===== config.mk =====
export PLATFORM = sky130hd
export DESIGN_NAME = cnn_tile_scheduler
export DESIGN_NICKNAME = d
export VERILOG_FILES = /design/src/rtl/cnn_sched_pkg.sv /design/src/rtl/cnn_step_calc.sv /design/src/rtl/cnn_tile_scheduler.sv
export SDC_FILE = /design/constraint.sdc
export NUM_CORES = 1
export LEC_CHECK = 0
export CORE_MARGIN = 2
export CORE_UTILIZATION = 38
export CTS_CLUSTER_DIAMETER = 150
export DETAILED_ROUTE_END_ITERATION = 8
export PLACE_DENSITY = 0.67
export SYNTH_ARGS = -nofsm -noshare
export SYNTH_HDL_FRONTEND = slang
export SYNTH_SLANG_ARGS = --single-unit

===== constraint.sdc =====
create_clock -name clk -period 6.8 [get_ports clk]
set_input_delay 0.68 -clock clk [delete_from_list [all_inputs] [get_ports clk]]
set_output_delay 0.68 -clock clk [all_outputs]
set_load 0.005 [all_outputs]

===== src/rtl/cnn_sched_pkg.sv =====
// Shared types for the CNN tile scheduler: FSM states, padding flag bit
// positions and the layer descriptor held for the duration of a layer.
package cnn_sched_pkg;

    localparam int PAD_L = 0;
    localparam int PAD_R = 1;
    localparam int PAD_T = 2;
    localparam int PAD_B = 3;

    // Descriptor field widths; these track the scheduler's default parameters.
    localparam int DESC_IMG_H_W = 10;
    localparam int DESC_IMG_W_W = 6;
    localparam int DESC_CH_W    = 8;
    localparam int DESC_K_W     = 3;
    localparam int DESC_S_W     = 2;

    typedef enum logic [2:0] {
        ST_IDLE,
        ST_CALC,
        ST_ISSUE,
        ST_RUN,
        ST_FIN,
        ST_NEXT
    } sched_state_e;

    typedef struct packed {
        logic [DESC_IMG_H_W-1:0] img_h;
        logic [DESC_IMG_W_W-1:0] img_w;
        logic [DESC_CH_W-1:0]    channels;
        logic [DESC_K_W-1:0]     kernel_w;
        logic [DESC_K_W-1:0]     kernel_h;
        logic [DESC_S_W-1:0]     stride;
        logic [DESC_K_W-1:0]     padding;
        logic [1:0]              buf_size;
    } sched_desc_t;

endpackage


===== src/rtl/cnn_step_calc.sv =====
// Sequential subtract divider: out_rows = floor((BUFFER_DEPTH - kernel_h) / stride) + 1
// and step = out_rows * stride. done is high in the last busy cycle.
module cnn_step_calc #(
    parameter int BUFFER_DEPTH = 8,
    parameter int KERNEL_WIDTH = 3,
    parameter int STRIDE_WIDTH = 2,
    parameter int ROWS_W       = $clog2(BUFFER_DEPTH) + 1,
    parameter int STEP_W       = ROWS_W + STRIDE_WIDTH
) (
    input  logic                    clk,
    input  logic                    rst,
    input  logic                    start,
    input  logic [KERNEL_WIDTH-1:0] kernel_h,
    input  logic [STRIDE_WIDTH-1:0] stride,
    output logic                    done,
    output logic [ROWS_W-1:0]       out_rows,
    output logic [STEP_W-1:0]       step
);

    localparam logic [ROWS_W-1:0] DEPTH_C = ROWS_W'(BUFFER_DEPTH);

    logic              busy;
    logic [ROWS_W-1:0] rem;
    logic [ROWS_W-1:0] stride_q;

    // NOTE: sequential state uses non-blocking assignments so every register
    // samples pre-edge values regardless of statement order.
    always_ff @(posedge clk) begin
        if (!rst) begin
            busy     <= 1'b0;
            rem      <= '0;
            stride_q <= '0;
            out_rows <= '0;
            step     <= '0;
        end else if (start) begin
            busy     <= 1'b1;
            rem      <= DEPTH_C - ROWS_W'(kernel_h);
            stride_q <= ROWS_W'(stride);
            out_rows <= ROWS_W'(1);
            step     <= STEP_W'(stride);
        end else if (busy) begin
            if (rem >= stride_q) begin
                rem      <= rem - stride_q;
                out_rows <= out_rows + ROWS_W'(1);
                step     <= step + STEP_W'(stride_q);
            end else begin
                busy <= 1'b0;
            end
        end
    end

    assign done = busy && (rem < stride_q);

endmodule


===== src/rtl/cnn_tile_scheduler.sv =====
// Splits a convolution layer into row tiles and channels, driving the line
// buffer configuration and start/finish handshakes, and counting windows.
module cnn_tile_scheduler
    import cnn_sched_pkg::*;
#(
    parameter int BUFFER_DEPTH = 8,
    parameter int BUFFER_WIDTH = 32,
    parameter int KERNEL_WIDTH = 3,
    parameter int STRIDE_WIDTH = 2,
    parameter int IMG_H_WIDTH  = 10,
    parameter int CH_WIDTH     = 8
) (
    input  logic                              clk,
    input  logic                              rst,
    input  logic                              desc_valid,
    output logic                              desc_ready,
    input  logic [IMG_H_WIDTH-1:0]            desc_img_h,
    input  logic [$clog2(BUFFER_WIDTH):0]     desc_img_w,
    input  logic [CH_WIDTH-1:0]               desc_channels,
    input  logic [KERNEL_WIDTH-1:0]           desc_kernel_w,
    input  logic [KERNEL_WIDTH-1:0]           desc_kernel_h,
    input  logic [STRIDE_WIDTH-1:0]           desc_stride,
    input  logic [KERNEL_WIDTH-1:0]           desc_padding,
    input  logic [1:0]                        desc_buf_size,
    output logic [KERNEL_WIDTH-1:0]           kernel_width_o,
    output logic [KERNEL_WIDTH-1:0]           kernel_height_o,
    output logic [STRIDE_WIDTH-1:0]           stride_o,
    output logic [KERNEL_WIDTH-1:0]           padding_o,
    output logic [$clog2(BUFFER_DEPTH)-1:0]   buffer_depth_o,
    output logic [$clog2(BUFFER_WIDTH)-1:0]   buffer_width_o,
    output logic [3:0]                        padding_valid_o,
    output logic [1:0]                        buf_size_o,
    output logic                              buf_refresh_o,
    output logic                              req_o,
    output logic                              req_final_o,
    input  logic                              window_valid_i,
    input  logic                              window_finish_i,
    output logic [IMG_H_WIDTH-1:0]            tile_row_base_o,
    output logic [CH_WIDTH-1:0]               tile_ch_o,
    output logic [31:0]                       window_cnt_o,
    output logic                              busy_o,
    output logic                              layer_done_o,
    output logic                              err_o
);

    localparam int DEPTH_W = $clog2(BUFFER_DEPTH);
    localparam int WIDTH_W = $clog2(BUFFER_WIDTH);
    localparam int ROWS_W  = DEPTH_W + 1;
    localparam int STEP_W  = ROWS_W + STRIDE_WIDTH;

    localparam logic [WIDTH_W:0]      MAX_IMG_W = (WIDTH_W + 1)'(BUFFER_WIDTH);
    localparam logic [KERNEL_WIDTH:0] MAX_K_H   = (KERNEL_WIDTH + 1)'(BUFFER_DEPTH);

    sched_state_e          state_q, state_d;
    sched_desc_t           desc_q;
    logic [IMG_H_WIDTH-1:0] row_base_q, nxt_row_base;
    logic [CH_WIDTH-1:0]   ch_q, nxt_ch;
    logic                  handshake, desc_bad;
    logic                  calc_start, calc_done;
    logic                  load_tile, layer_end;
    logic [ROWS_W-1:0]     calc_rows_unused;
    logic [STEP_W-1:0]     step;

    function automatic logic is_last(input logic [IMG_H_WIDTH-1:0] img_h,
                                     input logic [IMG_H_WIDTH-1:0] rb);
        return ({1'b0, rb} + (IMG_H_WIDTH + 1)'(BUFFER_DEPTH)) >= {1'b0, img_h};
    endfunction

    // Tile height minus one; the buffer never holds more than BUFFER_DEPTH rows.
    function automatic logic [DEPTH_W-1:0] rows_m1(input logic [IMG_H_WIDTH-1:0] img_h,
                                                   input logic [IMG_H_WIDTH-1:0] rb);
        logic [IMG_H_WIDTH-1:0] diff;
        diff = img_h - rb;
        if (diff >= IMG_H_WIDTH'(BUFFER_DEPTH)) return '1;
        return DEPTH_W'(diff) - DEPTH_W'(1);
    endfunction

    function automatic logic [3:0] pad_flags(input sched_desc_t d,
                                             input logic [IMG_H_WIDTH-1:0] rb);
        logic       pad_nz;
        logic [3:0] f;
        pad_nz   = (d.padding != '0);
        f        = '0;
        f[PAD_L] = pad_nz;
        f[PAD_R] = pad_nz;
        f[PAD_T] = pad_nz && (rb == '0);
        f[PAD_B] = pad_nz && is_last(d.img_h, rb);
        return f;
    endfunction

    assign handshake = desc_valid && (state_q == ST_IDLE);
    assign desc_bad  = (desc_img_w > MAX_IMG_W) || ({1'b0, desc_kernel_h} > MAX_K_H) ||
                       (desc_img_h == '0) || (desc_img_w == '0) || (desc_channels == '0) ||
                       (desc_kernel_w == '0) || (desc_kernel_h == '0) || (desc_stride == '0);

    cnn_step_calc #(
        .BUFFER_DEPTH (BUFFER_DEPTH),
        .KERNEL_WIDTH (KERNEL_WIDTH),
        .STRIDE_WIDTH (STRIDE_WIDTH)
    ) u_step_calc (
        .clk      (clk),
        .rst      (rst),
        .start    (calc_start),
        .kernel_h (desc_kernel_h),
        .stride   (desc_stride),
        .done     (calc_done),
        .out_rows (calc_rows_unused),
        .step     (step)
    );

    always_ff @(posedge clk) begin
        if (!rst) state_q <= ST_IDLE;
        else      state_q <= state_d;
    end

    // NOTE: every signal driven here gets a default first, so no path leaves
    // one unassigned and no latch is inferred.
    always_comb begin
        state_d       = state_q;
        calc_start    = 1'b0;
        load_tile     = 1'b0;
        layer_end     = 1'b0;
        nxt_row_base  = row_base_q;
        nxt_ch        = ch_q;
        desc_ready    = 1'b0;
        req_o         = 1'b0;
        buf_refresh_o = 1'b0;
        req_final_o   = 1'b0;
        unique case (state_q)
            ST_IDLE: begin
                desc_ready = 1'b1;
                if (desc_valid && !desc_bad) begin
                    calc_start = 1'b1;
                    state_d    = ST_CALC;
                end
            end
            ST_CALC: begin
                if (calc_done) begin
                    load_tile    = 1'b1;
                    nxt_row_base = '0;
                    nxt_ch       = '0;
                    state_d      = ST_ISSUE;
                end
            end
            ST_ISSUE: begin
                req_o         = 1'b1;
                buf_refresh_o = 1'b1;
                state_d       = ST_RUN;
            end
            ST_RUN: begin
                if (window_finish_i) state_d = ST_FIN;
            end
            ST_FIN: begin
                req_final_o = 1'b1;
                state_d     = ST_NEXT;
            end
            ST_NEXT: begin
                if (ch_q < desc_q.channels - CH_WIDTH'(1)) begin
                    nxt_ch    = ch_q + CH_WIDTH'(1);
                    load_tile = 1'b1;
                    state_d   = ST_ISSUE;
                end else if (!is_last(desc_q.img_h, row_base_q)) begin
                    // The first tile starts inside the top padding, so it advances less.
                    nxt_ch       = '0;
                    nxt_row_base = row_base_q + ((row_base_q == '0)
                                   ? IMG_H_WIDTH'(step) - IMG_H_WIDTH'(desc_q.padding)
                                   : IMG_H_WIDTH'(step));
                    load_tile    = 1'b1;
                    state_d      = ST_ISSUE;
                end else begin
                    layer_end = 1'b1;
                    state_d   = ST_IDLE;
                end
            end
            default: state_d = ST_IDLE;
        endcase
    end

    always_ff @(posedge clk) begin
        if (!rst) begin
            desc_q          <= '0;
            row_base_q      <= '0;
            ch_q            <= '0;
            kernel_width_o  <= '0;
            kernel_height_o <= '0;
            stride_o        <= '0;
            padding_o       <= '0;
            buffer_depth_o  <= '0;
            buffer_width_o  <= '0;
            padding_valid_o <= '0;
            buf_size_o      <= '0;
            window_cnt_o    <= '0;
            busy_o          <= 1'b0;
            layer_done_o    <= 1'b0;
            err_o           <= 1'b0;
        end else begin
            layer_done_o <= layer_end || (handshake && desc_bad);
            if (handshake) begin
                desc_q <= '{img_h: desc_img_h, img_w: desc_img_w, channels: desc_channels,
                            kernel_w: desc_kernel_w, kernel_h: desc_kernel_h,
                            stride: desc_stride, padding: desc_padding,
                            buf_size: desc_buf_size};
                window_cnt_o <= '0;
                err_o        <= desc_bad;
                busy_o       <= !desc_bad;
            end
            if (layer_end) busy_o <= 1'b0;
            if (state_q == ST_RUN && window_valid_i && window_cnt_o != '1)
                window_cnt_o <= window_cnt_o + 32'd1;
            if (load_tile) begin
                row_base_q      <= nxt_row_base;
                ch_q            <= nxt_ch;
                kernel_width_o  <= desc_q.kernel_w;
                kernel_height_o <= desc_q.kernel_h;
                stride_o        <= desc_q.stride;
                padding_o       <= desc_q.padding;
                buf_size_o      <= desc_q.buf_size;
                buffer_width_o  <= WIDTH_W'(desc_q.img_w - (WIDTH_W + 1)'(1));
                buffer_depth_o  <= rows_m1(desc_q.img_h, nxt_row_base);
                padding_valid_o <= pad_flags(desc_q, nxt_row_base);
            end
        end
    end

    assign tile_row_base_o = row_base_q;
    assign tile_ch_o       = ch_q;

endmodule

==> qor.csv <==
stage,metric,value,unit
worst_setup_path,critPathKind,reg2reg,
worst_setup_path,cp-end-kind,flip-flop,
worst_setup_path,ff2ff_path_depth,18,
logic_synthesis,async_reset_ff_frac,0,
floorplan,die_h,145,µm
worst_hold_path,hold_depth,2,
logic_synthesis,synth_adder_area_share,0.117,
floorplan,die_area,0.0212,mm²
worst_setup_path,crit_arrival,5950,ps
floorplan,start_util,0.390,
clocking,cts.sink_count,129,
timing,fin_skew,9.42,ps
routing,drc,0,
power_and_ir_drop,power_density,212,mW/mm²
logic_synthesis,ys.flop_type,dfxtp_1,
logic_synthesis,synth.net_count,1056,
logic_synthesis,synthXorXnorAreaFrac,0.0651,
placement,dp_cells,1298,
global_routing,grt_pass1_wl,34.5,mm
routing,wl,20.8,mm
timing,period_needed,5640,ps
job,maxCapViolations,0,
timing,timing_hold_violations_final,0,
timing,fin_setup_tns,0,ps
logic_synthesis,synth_area_leaders,"dfxtp_1, ha_1, nand2_1, a21oi_1, nor2_1",
clocking,root_buffer,clkbuf_16,
logic_synthesis,netlist.area_leader.share,0.339,
finish,final_cell_count_no_fill,1330,
logic_synthesis,ys_ff_latch,129,
global_routing,grt_max_degree,64,
timing,hold_ws,455,ps
routing,drt_pre_antenna_iters,5,
worst_hold_path,hp-start,desc_q[6],
floorplan,coreArea,0.0195,mm²
worst_setup_path,r2r_start,tile_row_base_o[6],
placement,place.gp.congestion,0.874,
worst_setup_path,worstPathRequired,7110,ps
clocking,ctsHoldBuffers,0,
worst_hold_path,whs_endpoint,desc_q[6],
routing,viasPerCell,5.20,
worst_hold_path,hold_path.class,reg2reg,
logic_synthesis,ys_types,66,
clocking,cts_tree,built,
timing,max_freq,177,MHz
outcome,status,finished clean,
logic_synthesis,synth_top_family_by_area,simple AND/OR/NAND/NOR gates,
timing,setup_viol,0,
logic_synthesis,syn-cell-area,0.00761,mm²
finish,fin_util,0.495,
clocking,postCtsSetupBuffers,0,
power_and_ir_drop,ir_drop,0.166,mV
floorplan,die_w,145,µm
logic_synthesis,synth_common_cells,"dfxtp_1, nand2_1, nor2_1",
finish,final_net_count,1162,
clocking,cts.path.max_buffers,2,
finish,n_antenna_cell,0,
routing,drtIter0Drc,348,
logic_synthesis,synth_edf_count,0,
clocking,insertion_delay,430,ps
worst_setup_path,start_kind,flip-flop,
worst_setup_path,cp_max_fo,10,
placement,io_buffers,123,
timing,rsz0062_at_grt,false,
clocking,numCtsBuffers,17,
power_and_ir_drop,power,2.05,mW
finish,drive_above_1_share,0.0592,
placement,dp.final_hpwl,15.3,mm
logic_synthesis,synth_area_leader_cell,dfxtp_1,
clocking,htreeDepth,4,
logic_synthesis,syn_avg_cell_area,8.04,µm²
clocking,clkTransAtPathRegs,60,ps
routing,wl_per_cell,15.6,µm
timing,max_slew_margin,0.377,
power_and_ir_drop,p_leak,3.70,nW
clocking,cts_resized,0,
worst_setup_path,r2r_end,buffer_depth_o[1],
logic_synthesis,yosys.area_share.simple,0.240,
routing,vias,6922,
routing,ant_nets,0,
global_routing,grt_pass1_vias,6666,
timing,period_share,0.829,
floorplan,rows,51,
global_routing,overflow,0,
global_routing,grt_use_total,0.198,
timing,worstMarginPinSlew,923,ps
logic_synthesis,yosys_warnings,0,
worst_setup_path,r2r_slack,1160,ps
timing,final_max_slew_viol_count,0,
floorplan,num_io_pins,124,
logic_synthesis,synth_compound_area_frac,0.160,
logic_synthesis,synth-seq-area-share,0.339,
finish,area_delta_synth_final,27.1,%
logic_synthesis,syn-instance-count,946,
logic_synthesis,yosysMostFrequentCell,dfxtp_1,
logic_synthesis,synthMuxAreaShare,0.0294,
global_routing,antenna_found_initial,0,
[logic make-up after synthesis]
kind of cell               after synthesis
adders and majority gates               68
buffers and inverters                   92
xor gates and xnor gates                55
and+or+nand+nor                        386
DFF                                    129
muxes                                   22
AOI/OAI and AO/OA                      194
[stage by stage]
stage	instance area (µm²)	worst slack, ps
after floorplan	7610	1460
final	9670	1160
after CTS	9670	1190
after global placement	9030	1230
after detailed placement	9030	1220
after global routing	9670	768
[power by group]
group	total [mW]	switching, mW	internal [mW]	leakage (nW)
clock network	0.989	0.356	0.633	0.305
registers	0.795	0.0183	0.777	1.05
logic	0.268	0.152	0.115	2.35
total	2.05	0.527	1.52	3.70
[state kept, by name, summed over array words and instances (netlist names), 2 cells and up]
register,count
kernel_width_o,3
padding_o,3
tile_ch_o,8
desc_q,36
state_q,3
stride_o,2
u_step_calc.step,6
window_cnt_o,32
buffer_width_o,5
buf_size_o,2
kernel_height_o,3
tile_row_base_o,10
padding_valid_o,3
u_step_calc.stride_q,2
u_step_calc.rem,4
buffer_depth_o,3
[per-layer routing]
layer	track usage	share of wire
met4	0.0554	0.014
met2	0.318	0.46
met1	0.266	0.47
met3	0.0495	0.051
met5	0	0
[worst max-delay path, cell delays in order, from the launching register on]
cell and delay, ps:
dfxtp_1 540, and3_2 260, nand3_1 90, xnor2_1 160
ha_1 300, a21o_1 180, a221o_1 340, a221oi_1 570
nand3_1 430, a31o_2 360, ha_1 330, nor2b_1 180
o311a_1 290, o21ai_0 200, nor2b_1 180, xnor2_1 70
or4_1 460, or3_4 360, o221a_1 230
[final cells by class]
| cell class | instances | area, µm² |
|---|---|---|
| clock buffers | 19 | 453 |
| clock inverters | 13 | 184 |
| flip-flops and latches | 129 | 2580 |
| repair buffers | 130 | 1280 |
| well taps | 265 | 332 |
| inverters | 49 | 184 |
| multi-input cells | 725 | 4650 |
| fillers | 1915 | 9860 |
[worst max-delay path by stage]
stage | start | endpoint | slack (ps) | cells past startpoint
after global placement | tile_row_base_o[5] | buffer_depth_o[0] | 1230 | 18
after floorplan | tile_row_base_o[6] | buffer_depth_o[0] | 1460 | 21
after CTS | tile_row_base_o[6] | buffer_depth_o[0] | 1190 | 19
final | tile_row_base_o[6] | buffer_depth_o[1] | 1160 | 18
after global routing | tile_row_base_o[5] | buffer_depth_o[0] | 770 | 19
after detailed placement | tile_row_base_o[6] | buffer_depth_o[0] | 1220 | 18
[layout by cell type (no fill, tap or decap), types with 6 or more instances in the layout]
master,instances
clkdlybuf4s50_1,123
and3_1,10
dfxtp_1,129
xor2_1,26
and2_1,7
nand3_1,38
or3_1,8
nor4_1,8
inv_1,48
ha_1,63
a21oi_1,84
a211oi_1,10
nor3_1,19
mux2i_1,19
a21o_1,7
xnor2_1,28
a31o_2,6
o31ai_1,7
nand4_1,17
o21ai_0,38
nand2_1,121
nor2_1,112
nand2b_1,7
nor2b_1,10
buf_4,7
clkbuf_16,17
No activity file was read; power rests on OpenSTA's default activity.
